### src/rtl/gpio_irq_ctrl.sv
// GPIO interrupt aggregator: sticky per-pin pending/overflow latches feeding a
// fixed-priority (lowest index wins) arbiter with a req/ack handshake to the CPU.

module gpio_irq_pin (
  input  logic clk,
  input  logic reset,
  input  logic int_i,
  input  logic chg_i,
  input  logic ack_clr_i,
  input  logic bulk_clr_i,
  output logic pend_int_o,
  output logic pend_chg_o,
  output logic ovf_o
);
  logic pend_int_q, pend_int_d;
  logic pend_chg_q, pend_chg_d;
  logic ovf_q, ovf_d;
  logic clr;

  // A new pulse always wins over a clear in the same cycle. Overflow counts
  // only pulses landing on a bit that will still be pending afterwards.
  always_comb begin
    clr        = ack_clr_i | bulk_clr_i;
    pend_int_d = int_i | (pend_int_q & ~clr);
    pend_chg_d = chg_i | (pend_chg_q & ~clr);
    ovf_d      = (ovf_q & ~bulk_clr_i) |
                 (((int_i & pend_int_q) | (chg_i & pend_chg_q)) & ~clr);
  end

  always_ff @(posedge clk or negedge reset) begin
    if (!reset) begin
      pend_int_q <= 1'b0;
      pend_chg_q <= 1'b0;
      ovf_q      <= 1'b0;
    end else begin
      pend_int_q <= pend_int_d;
      pend_chg_q <= pend_chg_d;
      ovf_q      <= ovf_d;
    end
  end

  assign pend_int_o = pend_int_q;
  assign pend_chg_o = pend_chg_q;
  assign ovf_o      = ovf_q;
endmodule

module gpio_irq_ctrl #(
  parameter int N_PINS = 8,
  parameter int ID_W   = 3
) (
  input  logic              clk,
  input  logic              reset,
  input  logic [N_PINS-1:0] irq_int_in,
  input  logic [N_PINS-1:0] irq_chg_in,
  input  logic              glb_en,
  input  logic              irq_ack,
  input  logic              clr_valid,
  input  logic [N_PINS-1:0] clr_mask,
  output logic              irq_req,
  output logic [ID_W-1:0]   irq_id,
  output logic [1:0]        irq_cause,
  output logic [N_PINS-1:0] pending,
  output logic [N_PINS-1:0] overflow
);
  typedef enum logic [1:0] {IDLE, ARB, REQ} state_e;

  state_e            state_q, state_d;
  logic [ID_W-1:0]   id_q, id_d;
  logic [1:0]        cause_q, cause_d;

  logic [N_PINS-1:0] pend_int, pend_chg;
  logic [N_PINS-1:0] sel, ack_clr, bulk_clr;
  logic              ack_fire, sel_bulk;
  logic [ID_W-1:0]   arb_id;
  logic [1:0]        arb_cause;

  assign ack_fire = (state_q == REQ) & irq_ack;
  assign bulk_clr = {N_PINS{clr_valid}} & clr_mask;
  assign ack_clr  = sel & {N_PINS{ack_fire}};
  assign sel_bulk = |(sel & bulk_clr);

  for (genvar g = 0; g < N_PINS; g++) begin : g_pin
    assign sel[g] = (id_q == ID_W'(g));

    gpio_irq_pin u_pin (
      .clk        (clk),
      .reset      (reset),
      .int_i      (irq_int_in[g]),
      .chg_i      (irq_chg_in[g]),
      .ack_clr_i  (ack_clr[g]),
      .bulk_clr_i (bulk_clr[g]),
      .pend_int_o (pend_int[g]),
      .pend_chg_o (pend_chg[g]),
      .ovf_o      (overflow[g])
    );
  end

  assign pending = pend_int | pend_chg;

  // Descending scan so the lowest pending index is the last one to assign.
  always_comb begin
    arb_id    = '0;
    arb_cause = '0;
    for (int i = N_PINS - 1; i >= 0; i--) begin
      if (pending[i]) begin
        arb_id    = ID_W'(i);
        arb_cause = {pend_chg[i], pend_int[i]};
      end
    end
  end

  always_comb begin
    state_d = state_q;
    id_d    = id_q;
    cause_d = cause_q;
    case (state_q)
      IDLE: if (glb_en && |pending) state_d = ARB;
      ARB: begin
        if (|pending) begin
          id_d    = arb_id;
          cause_d = arb_cause;
          state_d = REQ;
        end else begin
          state_d = IDLE;
        end
      end
      // Ack takes precedence over abort; both return to IDLE anyway, but only
      // ack drives the pin clear through ack_clr.
      REQ: if (irq_ack || !glb_en || sel_bulk) state_d = IDLE;
      default: state_d = IDLE;
    endcase
  end

  always_ff @(posedge clk or negedge reset) begin
    if (!reset) begin
      state_q <= IDLE;
      id_q    <= '0;
      cause_q <= '0;
    end else begin
      state_q <= state_d;
      id_q    <= id_d;
      cause_q <= cause_d;
    end
  end

  assign irq_req   = (state_q == REQ);
  assign irq_id    = id_q;
  assign irq_cause = cause_q;
endmodule

### config.mk
export PLATFORM = sky130hd
export DESIGN_NAME = gpio_irq_ctrl
export DESIGN_NICKNAME = d
export VERILOG_FILES = /design/src/rtl/gpio_irq_ctrl.sv
export SDC_FILE = /design/constraint.sdc
export NUM_CORES = 1
export LEC_CHECK = 0
export BUFFER_PORTS_ARGS = -buffer_cell sky130_fd_sc_hd__clkbuf_2
export CORE_MARGIN = 2
export CORE_UTILIZATION = 33
export DETAILED_ROUTE_END_ITERATION = 10
export PLACE_DENSITY = 0.52
export SLEW_MARGIN = 20
export SYNTH_ARGS = -nofsm -noshare
export SYNTH_HDL_FRONTEND = slang
export SYNTH_SLANG_ARGS = --single-unit
### constraint.sdc
create_clock -name clk -period 2.2 [get_ports clk]
set_input_delay 0.44 -clock clk [delete_from_list [all_inputs] [get_ports clk]]
set_output_delay 0.44 -clock clk [all_outputs]
set_load 0.05 [all_outputs]
## Word-level counts from Yosys, hierarchy flattened

Index checks and enable logic that the tools add are counted.

| operators by class | value |
|---|---|
| equal/unequal tests | 11 |
| reductions and logical operators | 10 |
| bitwise operators | 109 |
| multiplexer cells | 20 |

Operators with widths:

| cell | count |
|---|---|
| 1-bit AND | 49 |
| 1-bit bitwise OR | 40 |
| 8-bit AND | 3 |
| 3-bit 2-to-1 mux | 8 |
| 2-bit 2-to-1 mux | 11 |
| 1-bit NOT | 16 |
| 8-bit OR reduction | 2 |
| 3-bit == test, second input constant | 4 |
| 8-bit bitwise OR | 1 |
| 3-bit by 2-bit == test with 1-bit output, second input constant | 2 |
| 2-bit one-hot mux with 3 select lines | 1 |
| 2-bit AND reduction | 2 |
| 3-bit by 1-bit == test with 1-bit output, second input constant | 1 |
| 3-bit zero test | 1 |
| 2-bit by 1-bit == test with 1-bit output, second input constant | 1 |
| 2-bit == test, second input constant | 1 |
| 2-bit zero test | 1 |
| 1-bit logical OR | 2 |
| 2-bit by 1-bit != test with 1-bit output, second input constant | 1 |
| 2-bit != test, second input constant | 1 |
| 1-bit logical AND | 1 |
| 1-bit zero test | 1 |

| storage, ports and cells | value |
|---|---|
| bits in registers | 31 |

## Depth between registers and ports, before layout

Gate-level depths: netlist of run 1.

| depth | value |
|---|---|
| depth in word-level cells | 9 |
| gate-level depth with buffers | 6 |
| mapped depth without buffers | 5 |

## By module

A second synthesis of run 1 with hierarchy kept.

| second synthesis, totals | value |
|---|---|
| cells, all modules | 166 |
| area total of the unflattened synthesis | 1,636.6 um^2 |

By module, submodules not included:

| module | cells an instance | instances | seq. area each (um^2) | area an instance (um^2) |
|---|---|---|---|---|
| gpio_irq_pin | 9 | 8 | 75.1 | 116.4 |
| gpio_irq_ctrl | 94 | 1 | 175.2 | 705.7 |

## Least setup slack after synthesis of run 1

No wires, ideal clock.

| timing | value |
|---|---|
| kind | register to register |
| start point | reg id_q[0] (netlist: irq_id[0]) |
| end point | reg state_q[1] |
| setup slack | 450 ps |
| arrival | 1,669 ps |
| period minus slack after synthesis | 1,750 ps |
| cell stages (with the launch flop) | 6 |
| data required time | 2,119 ps |
| cell sequence | dfrtp_1 > buf_4 > nor2_2 > a221o_1 > a221o_1 > o211ai_2 |

| between the ends | value |
|---|---|
| longest elaborated chain between the ends | 6 |
| elaborated cells on any way between the ends | 13 |

Ends and longest elaborated chain:

| item | line | RTL |
|---|---|---|
| start, declared | 68 | `logic [ID_W-1:0] id_q, id_d;` |
| start signal, assigned | 141 | `id_q <= id_d;` |
| 3-bit by 1-bit == test with 1-bit output (tied with other cells) | 83 | `assign sel[g] = (id_q == ID_W'(g));` |
| 8-bit AND (*) | 80 | `assign sel_bulk = \|(sel & bulk_clr);` |
| 8-bit OR reduction (*) | 80 |  |
| 1-bit logical OR (*) | 129 | `REQ: if (irq_ack \|\| !glb_en \|\| sel_bulk) state_d = IDLE;` |
| 2-bit by 1-bit != test with 1-bit output (no source line) (*) | -- |  |
| 2-bit AND reduction (no source line) (*) | -- |  |
| end signal, assigned | 140 | `state_q <= state_d;` |
| end, declared | 67 | `state_e state_q, state_d;` |

Mark *: on every way between the ends. The rest lies on a longest branch, timed or not.
A chain may end at the register's enable or synchronous reset.

## Worst setup path after layout of run 1

| timing | value |
|---|---|
| start point | reg g_pin[4].u_pin.pend_int_q |
| end point | out pending[4] |

| between the ends | value |
|---|---|
| longest elaborated chain between the ends | 1 |

Ends and longest elaborated chain:

| item | line | RTL |
|---|---|---|
| start, declared | 15 | `logic pend_int_q, pend_int_d;` |
| start signal, assigned | 36 | `pend_int_q <= pend_int_d;` |
| 8-bit bitwise OR | 98 | `assign pending = pend_int \| pend_chg;` |
| end, declared | 62 | `output logic [N_PINS-1:0] pending,` |

No other way between the ends.

==> results of run 1 <==
==> flip-flops by register name, indices dropped and copies added (netlist names) <==
signal / flops
g_pin.u_pin.pend_int_o: 8
g_pin.u_pin.pend_chg_o: 8
irq_cause: 2
state_q: 2
irq_id: 3
g_pin.u_pin.ovf_o: 8
==> how the worst min path moves through the flow <==
stage	endpoint	slack, ns	startpoint
CTS	g_pin[6].u_pin.ovf_o	0.26	reset
floorplan	g_pin[0].u_pin.ovf_o	0.14	reset
finish	g_pin[5].u_pin.pend_int_o	0.23	reset
global route	g_pin[6].u_pin.ovf_o	0.30	reset
detailed placement	g_pin[0].u_pin.ovf_o	0.50	g_pin[0].u_pin.ovf_o
global placement	g_pin[0].u_pin.ovf_o	0.49	g_pin[0].u_pin.ovf_o
==> placed cells by master (no fill, tap or decap), types with 2 or more instances in the layout <==
| cell type | instances |
|---|---|
| dfrtp_1 | 31 |
| nor2b_1 | 4 |
| clkbuf_8 | 5 |
| inv_1 | 6 |
| nor3_1 | 4 |
| a32oi_1 | 2 |
| mux2i_1 | 3 |
| clkbuf_2 | 50 |
| and3_1 | 2 |
| o211ai_1 | 2 |
| nor2_1 | 9 |
| o21ai_0 | 4 |
| a21boi_0 | 6 |
| nand3b_1 | 2 |
| clkbuf_1 | 2 |
| nor4_2 | 2 |
| o31ai_1 | 4 |
| a221o_1 | 2 |
| a22o_1 | 16 |
| a221oi_1 | 2 |
| nand2_1 | 16 |
| a21oi_1 | 2 |
| nor4_1 | 2 |
| a21o_1 | 16 |
| or2_2 | 5 |
==> cell type report <==
type                            instances  area (µm²)  share of cell area, %
Clock buffer                            7        76.3                   3.81
Clock inverter                          1        5.00                  0.250
Inverter                                7        26.3                   1.31
Multi-Input combinational cell        115         788                   39.3
Sequential cell                        31         776                   38.7
Tap cell                               67        83.8                   4.18
Timing Repair Buffer                   50         250                   12.5
==> per-stage QoR <==
stage | area (µm²) | instances | total power (W) | worst slack (ns) | utilization (%)
after global routing | 2010 | 278 | 0.00182 | 0.324 | 41.9
after detailed placement | 1920 | 270 | 0.00129 | 0.502 | 40.2
after floorplan | 1670 | 164 | 0.00117 | 0.450 | -
after global placement | 1920 | 270 | 0.00128 | 0.541 | 40.2
after CTS | 2010 | 278 | 0.00174 | 0.435 | 41.9
final | 2010 | 278 | 0.00171 | 0.449 | 41.9
==> power groups by stage <==
stage               Clock (W)  Sequential, W  Combinational, W
global route         0.000479       0.000762          0.000577
detailed placement          0       0.000759          0.000536
floorplan                   0       0.000797          0.000369
finish               0.000430       0.000748          0.000534
CTS                  0.000452       0.000748          0.000537
global placement            0       0.000752          0.000533
==> kinds of logic after synthesis <==
logic type / synth area share [%]
compound gates: 27.8
buf+inv: 6.16
flops: 46.5
mux: 2.70
simple gates: 16.8
==> layer usage <==
metal / wire length, µm / part of all wire (%) / vias up / global-route usage [%]
li1: - / - / 692 / -
met1: 2010 / 47 / 663 / 23.6
met2: 1970 / 46 / 43 / 26.4
met3: 242 / 5.7 / 7 / 3.75
met4: 63 / 1.5 / 0 / 6.55
met5: 0 / 0 / - / 0
==> metrics, run 1 <==
Rel. slew slack 47.6%; Yosys warning total 0; die area 5630 µm²; hold_buf cts 0; Max FO, Critical Path 7; Die W 75.1 µm; clock tree from TritonCTS done; Pwr Density 854 nW/µm²; reg2reg path depth 4; Sw Share 39.1%; Via Count 1405; Top Family by Delay on Critical Path flip-flops; Core Area 4790 µm²; cts bufs inserted 5; CTS sink cnt 31; most frequent cell after synthesis dfrtp_1; Worst-path clk slew 0.06 ns; CP Class reg -> out; First-pass DRT Iterations 5; n_diodes 0; Worst Setup Start Kind flip-flop; first-pass GRT wire length 7090 µm; combinational share of power 31.2%; per-cell routed wire length 15.4 µm; Yosys reg bits 31; Final setup viols 0; global route overflow 0; H-Tree Depth 2; crit path to pending[4]; Initial Utilization 34.8%; clk_lat worst skew 0.28 ns; outcome completed; syn_nets 193; Setup Fix Bufs, Post-CTS 0; Total Wirelength 4280 µm; flop-to-flop setup slack 0.48 ns; Via density 5.05; PortBufs 50; post-DP HPWL 3400 µm; # Max-Cap Violations 0; post-CTS sizing 0; Hold Vio Cnt, Final 0; Switching Power 0.000670 W; Crit path depth 2; remaining antenna violation count 0; pin count of the biggest net entering global routing 32; Slew @ Worst Pin 0.786 ns; share of cells above drive strength 1 32.7%; area delta synth->final 20.3%; DRC viols 0; Setup crit end kind primary output; post-route setup TNS 0 ns; minimum clock period 1.75 ns; Cell Rows 25; Post-synth EDFFs 0; Yosys top cell area share 46.5%; worst path bufs/invs 1; filler instances 483; maximum vdd ir drop 341 µV; Pleak 0.894 nW; vias in the first global route 1445; die height 75.1 µm; synth top area cells dfrtp_1 47%, a22o_1 8.4%, a21o_1 7.2%, buf_4 4.1%, nand2_1 3.6%; CP max stage delay 0.44 ns; post-synthesis sequential area ratio 46.5%; FFs w/ async S/R, synth 100%; count of cell types in the netlist 36; number of nets in the layout 239; initial antenna violation count 0; Hold WC Path Type in -> async; Slew Limit Fails 0; 1st-iter DRT viols 74; top cell type by total area after synthesis dfrtp_1; mapped cell area 1670 µm²; Flop pwr share 43.7%; worst path arrival time 1.31 ns; clock power share 25.1%; Worst Skew 0.00547 ns; ys flop type dfrtp_1; capture point of the worst reg-to-reg path state_q[1]; final hold slack 0.233 ns; CP Launch Point g_pin[4].u_pin.pend_int_o; cells along the critical path or2_2 -> clkbuf_2; top post-synthesis cells by count 31 x dfrtp_1, 16 x a21o_1, 16 x a22o_1, 16 x nand2_1; Int Pwr 0.00104 W; total track usage 17.1%; fmax 571 MHz; slowest cell on the critical path dfrtp_1; clock buffer depth 2; Synth Area per Inst 10.2 µm²; num ports 51; Root Buffer Master clkbuf_8; Reg-to-Reg Start irq_id[0]; RSZ-0062 raised after global routing no; Critical Path RT 1.76 ns; RePlAce Congestion 0.760; final period utilization 79.6%; Cells after Synth 164
Note: power is estimated with default switching activity, not from simulation.
==> run 2, diff against run 1 <==
Settings changed: ABC_AREA set to 1, PLACE_DENSITY 0.52 to 0.54.
Clock period 2.2 ns to 1.6 ns, I/O delays scaled along.
==> metrics, run 2 <==
outcome completed; Via density 4.38; count of cell types in the netlist 26; Yosys reg bits 31; top cell type by total area after synthesis dfrtp_1; remaining antenna violation count 0; Slew @ Worst Pin 0.458 ns; # Max-Cap Violations 0; 1st-iter DRT viols 71; CP max stage delay 0.40 ns; Worst Setup Start Kind flip-flop; worst path arrival time 1.19 ns; initial antenna violation count 0; post-CTS sizing 0; Post-synth EDFFs 0; Critical Path RT 1.28 ns; Total Wirelength 4050 µm; number of nets in the layout 316; maximum vdd ir drop 379 µV; pin count of the biggest net entering global routing 17; Yosys warning total 0; syn_nets 266; DRC viols 0; Worst-path clk slew 0.07 ns; H-Tree Depth 2; Top Family by Delay on Critical Path flip-flops; final period utilization 94.1%; First-pass DRT Iterations 4; hold_buf cts 1; n_diodes 0; post-synthesis sequential area ratio 44.5%; mapped cell area 1740 µm²; Cell Rows 26; area delta synth->final 22.2%; clock buffer depth 2; post-route cell area 2130 µm²; cts bufs inserted 5; Die W 76.7 µm; PortBufs 50; clk_lat worst skew 0.28 ns; minimum clock period 1.51 ns; per-cell routed wire length 11.3 µm; Pwr Density 1080 nW/µm²; cells along the critical path nor2_1 -> inv_1 -> clkbuf_2; Yosys top cell area share 44.5%; Cells after Synth 237; Initial Utilization 34.1%; GRT met1 Usage 20.9%; Root Buffer Master clkbuf_8; total track usage 14.7%; Slew Limit Fails 0; post-DP HPWL 3250 µm; top post-synthesis cells by count 85 x nand2_1, 50 x inv_1, 31 x dfrtp_1, 9 x nor3_1, 8 x buf_4; area of the multi-input gates 694 µm²; CP Launch Point g_pin[2].u_pin.pend_int_o; CTS sink cnt 31; first-pass GRT wire length 6860 µm; commonest non-fill, non-tap cell in the layout nand2_1; most frequent cell after synthesis nand2_1; Rel. slew slack 69.5%; Max FO, Critical Path 3; Finished Layout Cells 358; ys flop type dfrtp_1; FFs w/ async S/R, synth 100%; Via Count 1567; M2 GR Usage 21.4%; Setup Fix Bufs, Post-CTS 0; share of cells above drive strength 1 26.0%; hold_sp irq_int_in[0]; Final setup viols 0; num ports 51; RePlAce Congestion 0.876; Global Route met3 Usage 4.00%; vias in the first global route 1504; die height 76.7 µm; most frequent cells in the layout 85 x nand2_1, 50 x inv_1, 50 x clkbuf_2; busiest grt layer met2; slowest cell on the critical path dfrtp_1; RSZ-0062 raised after global routing no; synth top area cells dfrtp_1 45%, nand2_1 18%, inv_1 11%, o221ai_1 3.5%, buf_4 3.4%; Hold Vio Cnt, Final 0; post-route setup TNS 0 ns; Reg-to-Reg Start g_pin[3].u_pin.pend_int_o; Core Area 5110 µm²; sequential cell area 776 µm²; Hold WC Path Type in -> reg; Synth Area per Inst 7.35 µm²; Pleak 1.17 nW; die area 5880 µm²; global route overflow 0; CP Class reg -> out; Setup crit end kind primary output; worst path bufs/invs 2; filler instances 547; # placed instances 349; fmax 664 MHz; Worst Skew 0.00900 ns; Post-DP Area 2040 µm²; clock tree from TritonCTS done
[run 2: changes by cell type after synthesis, sizes merged, moves of 4 or more]
cell | previous run | this run
a21o | 16 | 0
a22o | 16 | 0
a21oi | 2 | 7
inv | 7 | 55
nor2b | 4 | 0
nand3 | 1 | 5
o31ai | 4 | 0
nor3 | 4 | 10
o221ai | 0 | 8
or2 | 5 | 0
a21boi | 6 | 0
nand2 | 17 | 86
[run 2: cells by family (layout without fill, tap and decap cells)]
logic type	Yosys count	after routing	synth area share, %
buffers and inverters	64	115	15.7
DFF	31	31	44.5
AOI/OAI and AO/OA	27	27	11.0
and+or+nand+nor	115	115	28.7
[run 2: per-stage QoR]
step           total power (W)  hold slack (ns)  setup slack (ns)  util (%)
6_report               0.00229            0.230            0.0942      41.7
3_3_place_gp           0.00171            0.295             0.201      39.9
4_1_cts                0.00232            0.227            0.0849      41.7
2_1_floorplan          0.00154           0.0244           0.00168         -
5_1_grt                0.00244            0.241            0.0249      41.7
3_5_place_dp           0.00171            0.296             0.191      39.9
[run 2: layout make-up]
cell class              instances  area share (%)
clock buffers                   7            3.59
clock inverters                 1           0.235
inverters                      55            9.82
multi-input cells             142            32.6
flip-flops and latches         31            36.4
well taps                      70            4.12
repair buffers                 52            13.2
[run 2: where the power goes]
| part | leakage [nW] | switching (W) | internal (W) |
|---|---|---|---|
| sequential | 0.325 | 0.0000913 | 0.000884 |
| combinational | 0.802 | 0.000528 | 0.000191 |
| clock | 0.0422 | 0.000295 | 0.000305 |
| total | 1.17 | 0.000915 | 0.00138 |
[run 2: path summary, 6_finish.rpt]
path / slack [ns] / cells after the start / endpoint
max reg2reg: 0.19 / 8 / irq_cause[0]
min in group asynchronous: 0.51 / 2 / g_pin[5].u_pin.pend_chg_o
max: 0.09 / 3 / pending[2]
max in group asynchronous: 0.65 / 3 / g_pin[1].u_pin.ovf_o
min reg2reg: 0.49 / 2 / g_pin[5].u_pin.ovf_o
min: 0.23 / 3 / g_pin[0].u_pin.pend_int_o
[run 2: routing by layer]
layer,vias up,share of wire (%)
met2,40,44
met1,697,49
met5,-,0
met4,0,1.5
met3,7,5.2
li1,823,-
[run 2: worst register-to-register path, stage by stage, from the launching register on]
cell     delay [ns]
dfrtp_1        0.40
nor2_1         0.16
inv_1          0.10
nor2_2         0.17
nand3_2        0.12
nand3_2        0.14
inv_4          0.07
o21ai_2        0.11
nand2_1        0.06
==> run 3, diff against run 2 <==
--- a/config.mk
+++ b/config.mk
@@ -12,3 +12,3 @@
 export DETAILED_ROUTE_END_ITERATION = 10
-export PLACE_DENSITY = 0.54
+export PLACE_DENSITY = 0.52
 export SLEW_MARGIN = 20
==> constraint.sdc (replaced) <==
create_clock -name clk -period 1.9 [get_ports clk]
set_input_delay 0.19 -clock clk [delete_from_list [all_inputs] [get_ports clk]]
set_output_delay 0.19 -clock clk [all_outputs]
set_load 0.05 [all_outputs]
==> metrics, run 3 (synthesized netlist as in run 2, its figures left out) <==
first-pass GRT wire length 6700 µm; Worst Skew 0.00888 ns; Reg-to-Reg Start g_pin[6].u_pin.pend_int_o; Total Wirelength 4000 µm; Place WS 0.494 ns; Setup Fix Bufs, Post-CTS 0; First-pass DRT Iterations 4; num ports 51; Initial Utilization 34.1%; vias in the first global route 1490; area delta synth->final 20.3%; clk_lat worst skew 0.28 ns; most frequent cells in the layout 85 x nand2_1, 50 x inv_1, 50 x clkbuf_2; number of nets in the layout 314; Root Buffer Master clkbuf_8; CP max stage delay 0.40 ns; Slew Limit Fails 0; n_diodes 0; final period utilization 74.4%; total track usage 14.7%; flop-to-flop setup slack 0.49 ns; capture point of the worst reg-to-reg path irq_cause[0]; Pwr Density 913 nW/µm²; clock buffer depth 2; initial antenna violation count 0; # Max-Cap Violations 0; pin count of the biggest net entering global routing 32; Worst-path clk slew 0.07 ns; Via density 4.35; CTS sink cnt 31; H-Tree Depth 2; RePlAce Congestion 0.847; cell mode on critical path nand3_2; crit path to irq_cause[0]; Hold Vio Cnt, Final 31; Slew @ Worst Pin 0.804 ns; minimum clock period 1.41 ns; Worst Setup Start Kind flip-flop; failing checks negative hold slack; filler instances 582; global route overflow 0; final hold slack -0.0127 ns; Critical Path RT 2.08 ns; outcome finished with violations; Rel. slew slack 46.4%; post-DP HPWL 3230 µm; sequential cell area 776 µm²; Pleak 1.16 nW; Final setup viols 0; slowest cell on the critical path dfrtp_1; Hold WC Path Type in -> async; cells along the critical path nor2_2 -> nand3_2 -> nor3_2 -> nand3_2 -> nand3_2 -> inv_4 -> o21ai_2 -> nand2_1; worst path arrival time 1.59 ns; DRC viols 0; post-route setup TNS 0 ns; remaining antenna violation count 0; reg2reg path depth 8; CP Class reg -> reg; Via Count 1547; Core Area 5110 µm²; hold_buf cts 0; PortBufs 50; share of cells above drive strength 1 25.5%; Cell Rows 26; Setup crit end kind flip-flop; 1st-iter DRT viols 59; area of the multi-input gates 692 µm²; die height 76.7 µm; fmax 707 MHz; commonest non-fill, non-tap cell in the layout nand2_1; per-cell routed wire length 11.2 µm; clock tree from TritonCTS done; worst setup margin 0.486 ns; RSZ-0062 raised after global routing no; die area 5880 µm²; post-CTS sizing 0; cts bufs inserted 5; maximum vdd ir drop 316 µV; Max FO, Critical Path 7; CP Launch Point g_pin[6].u_pin.pend_int_o; Die W 76.7 µm
-- run 3: cell types whose count changed in the layout (fill, tap and decap cells not counted), sizes merged --
| cell | before | now |
|---|---|---|
| buf | 1 | 0 |
| dlygate4sd3 | 1 | 0 |
-- run 3: worst max-delay path: cells and delay by family, from the launching register on --
family | cells | cell delay (ns)
AND/OR/NAND/NOR | 6 | 0.73
flip-flops | 1 | 0.40
AO/OA/AOI/OAI | 1 | 0.11
buffers and inverters | 1 | 0.07
-- run 3: per-layer routing --
| metal | routed length (µm) | up-vias | GRT usage (%) |
|---|---|---|---|
| li1 | - | 826 | - |
| met1 | 1930 | 677 | 20.0 |
| met2 | 1810 | 42 | 22.0 |
| met3 | 223 | 2 | 4.94 |
| met4 | 34 | 0 | 4.91 |
| met5 | 0 | - | 0 |
-- run 3: worst min-delay path by stage --
stage	end	depth (start not counted)	slack, ns
floorplan	g_pin[0].u_pin.ovf_o	0	-0.11
global placement	g_pin[4].u_pin.pend_chg_o	1	0.32
detailed placement	g_pin[4].u_pin.ovf_o	1	0.33
CTS	g_pin[4].u_pin.ovf_o	1	0.02
global route	g_pin[4].u_pin.ovf_o	1	0.03
finish	g_pin[4].u_pin.ovf_o	1	-0.01
-- run 3: area by class of cell --
class                      instances  share of cell area [%]
clock buffer                       7                    3.64
multi-input combinational        142                    33.0
inverter                          55                    9.97
sequential                        31                    37.0
clock inverter                     1                   0.239
tap                               70                    4.18
timing repair buffer              50                    11.9
-- run 3: through the flow --
step	cell area [µm²]	util [%]	hold WS [ns]	total power (W)	std cells
after floorplan	1740	-	-0.106	0.00129	237
after global placement	2010	39.4	0.319	0.00144	348
after detailed placement	2010	39.4	0.328	0.00144	348
after CTS	2100	41.0	0.0187	0.00194	356
after global routing	2100	41.0	0.0320	0.00204	356
final	2100	41.0	-0.0127	0.00191	356
-- run 3: power by group --
group	switching [W]	total [W]	internal, W
clock network	0.000238	0.000494	0.000257
logic	0.000444	0.000598	0.000155
registers	0.0000753	0.000820	0.000744
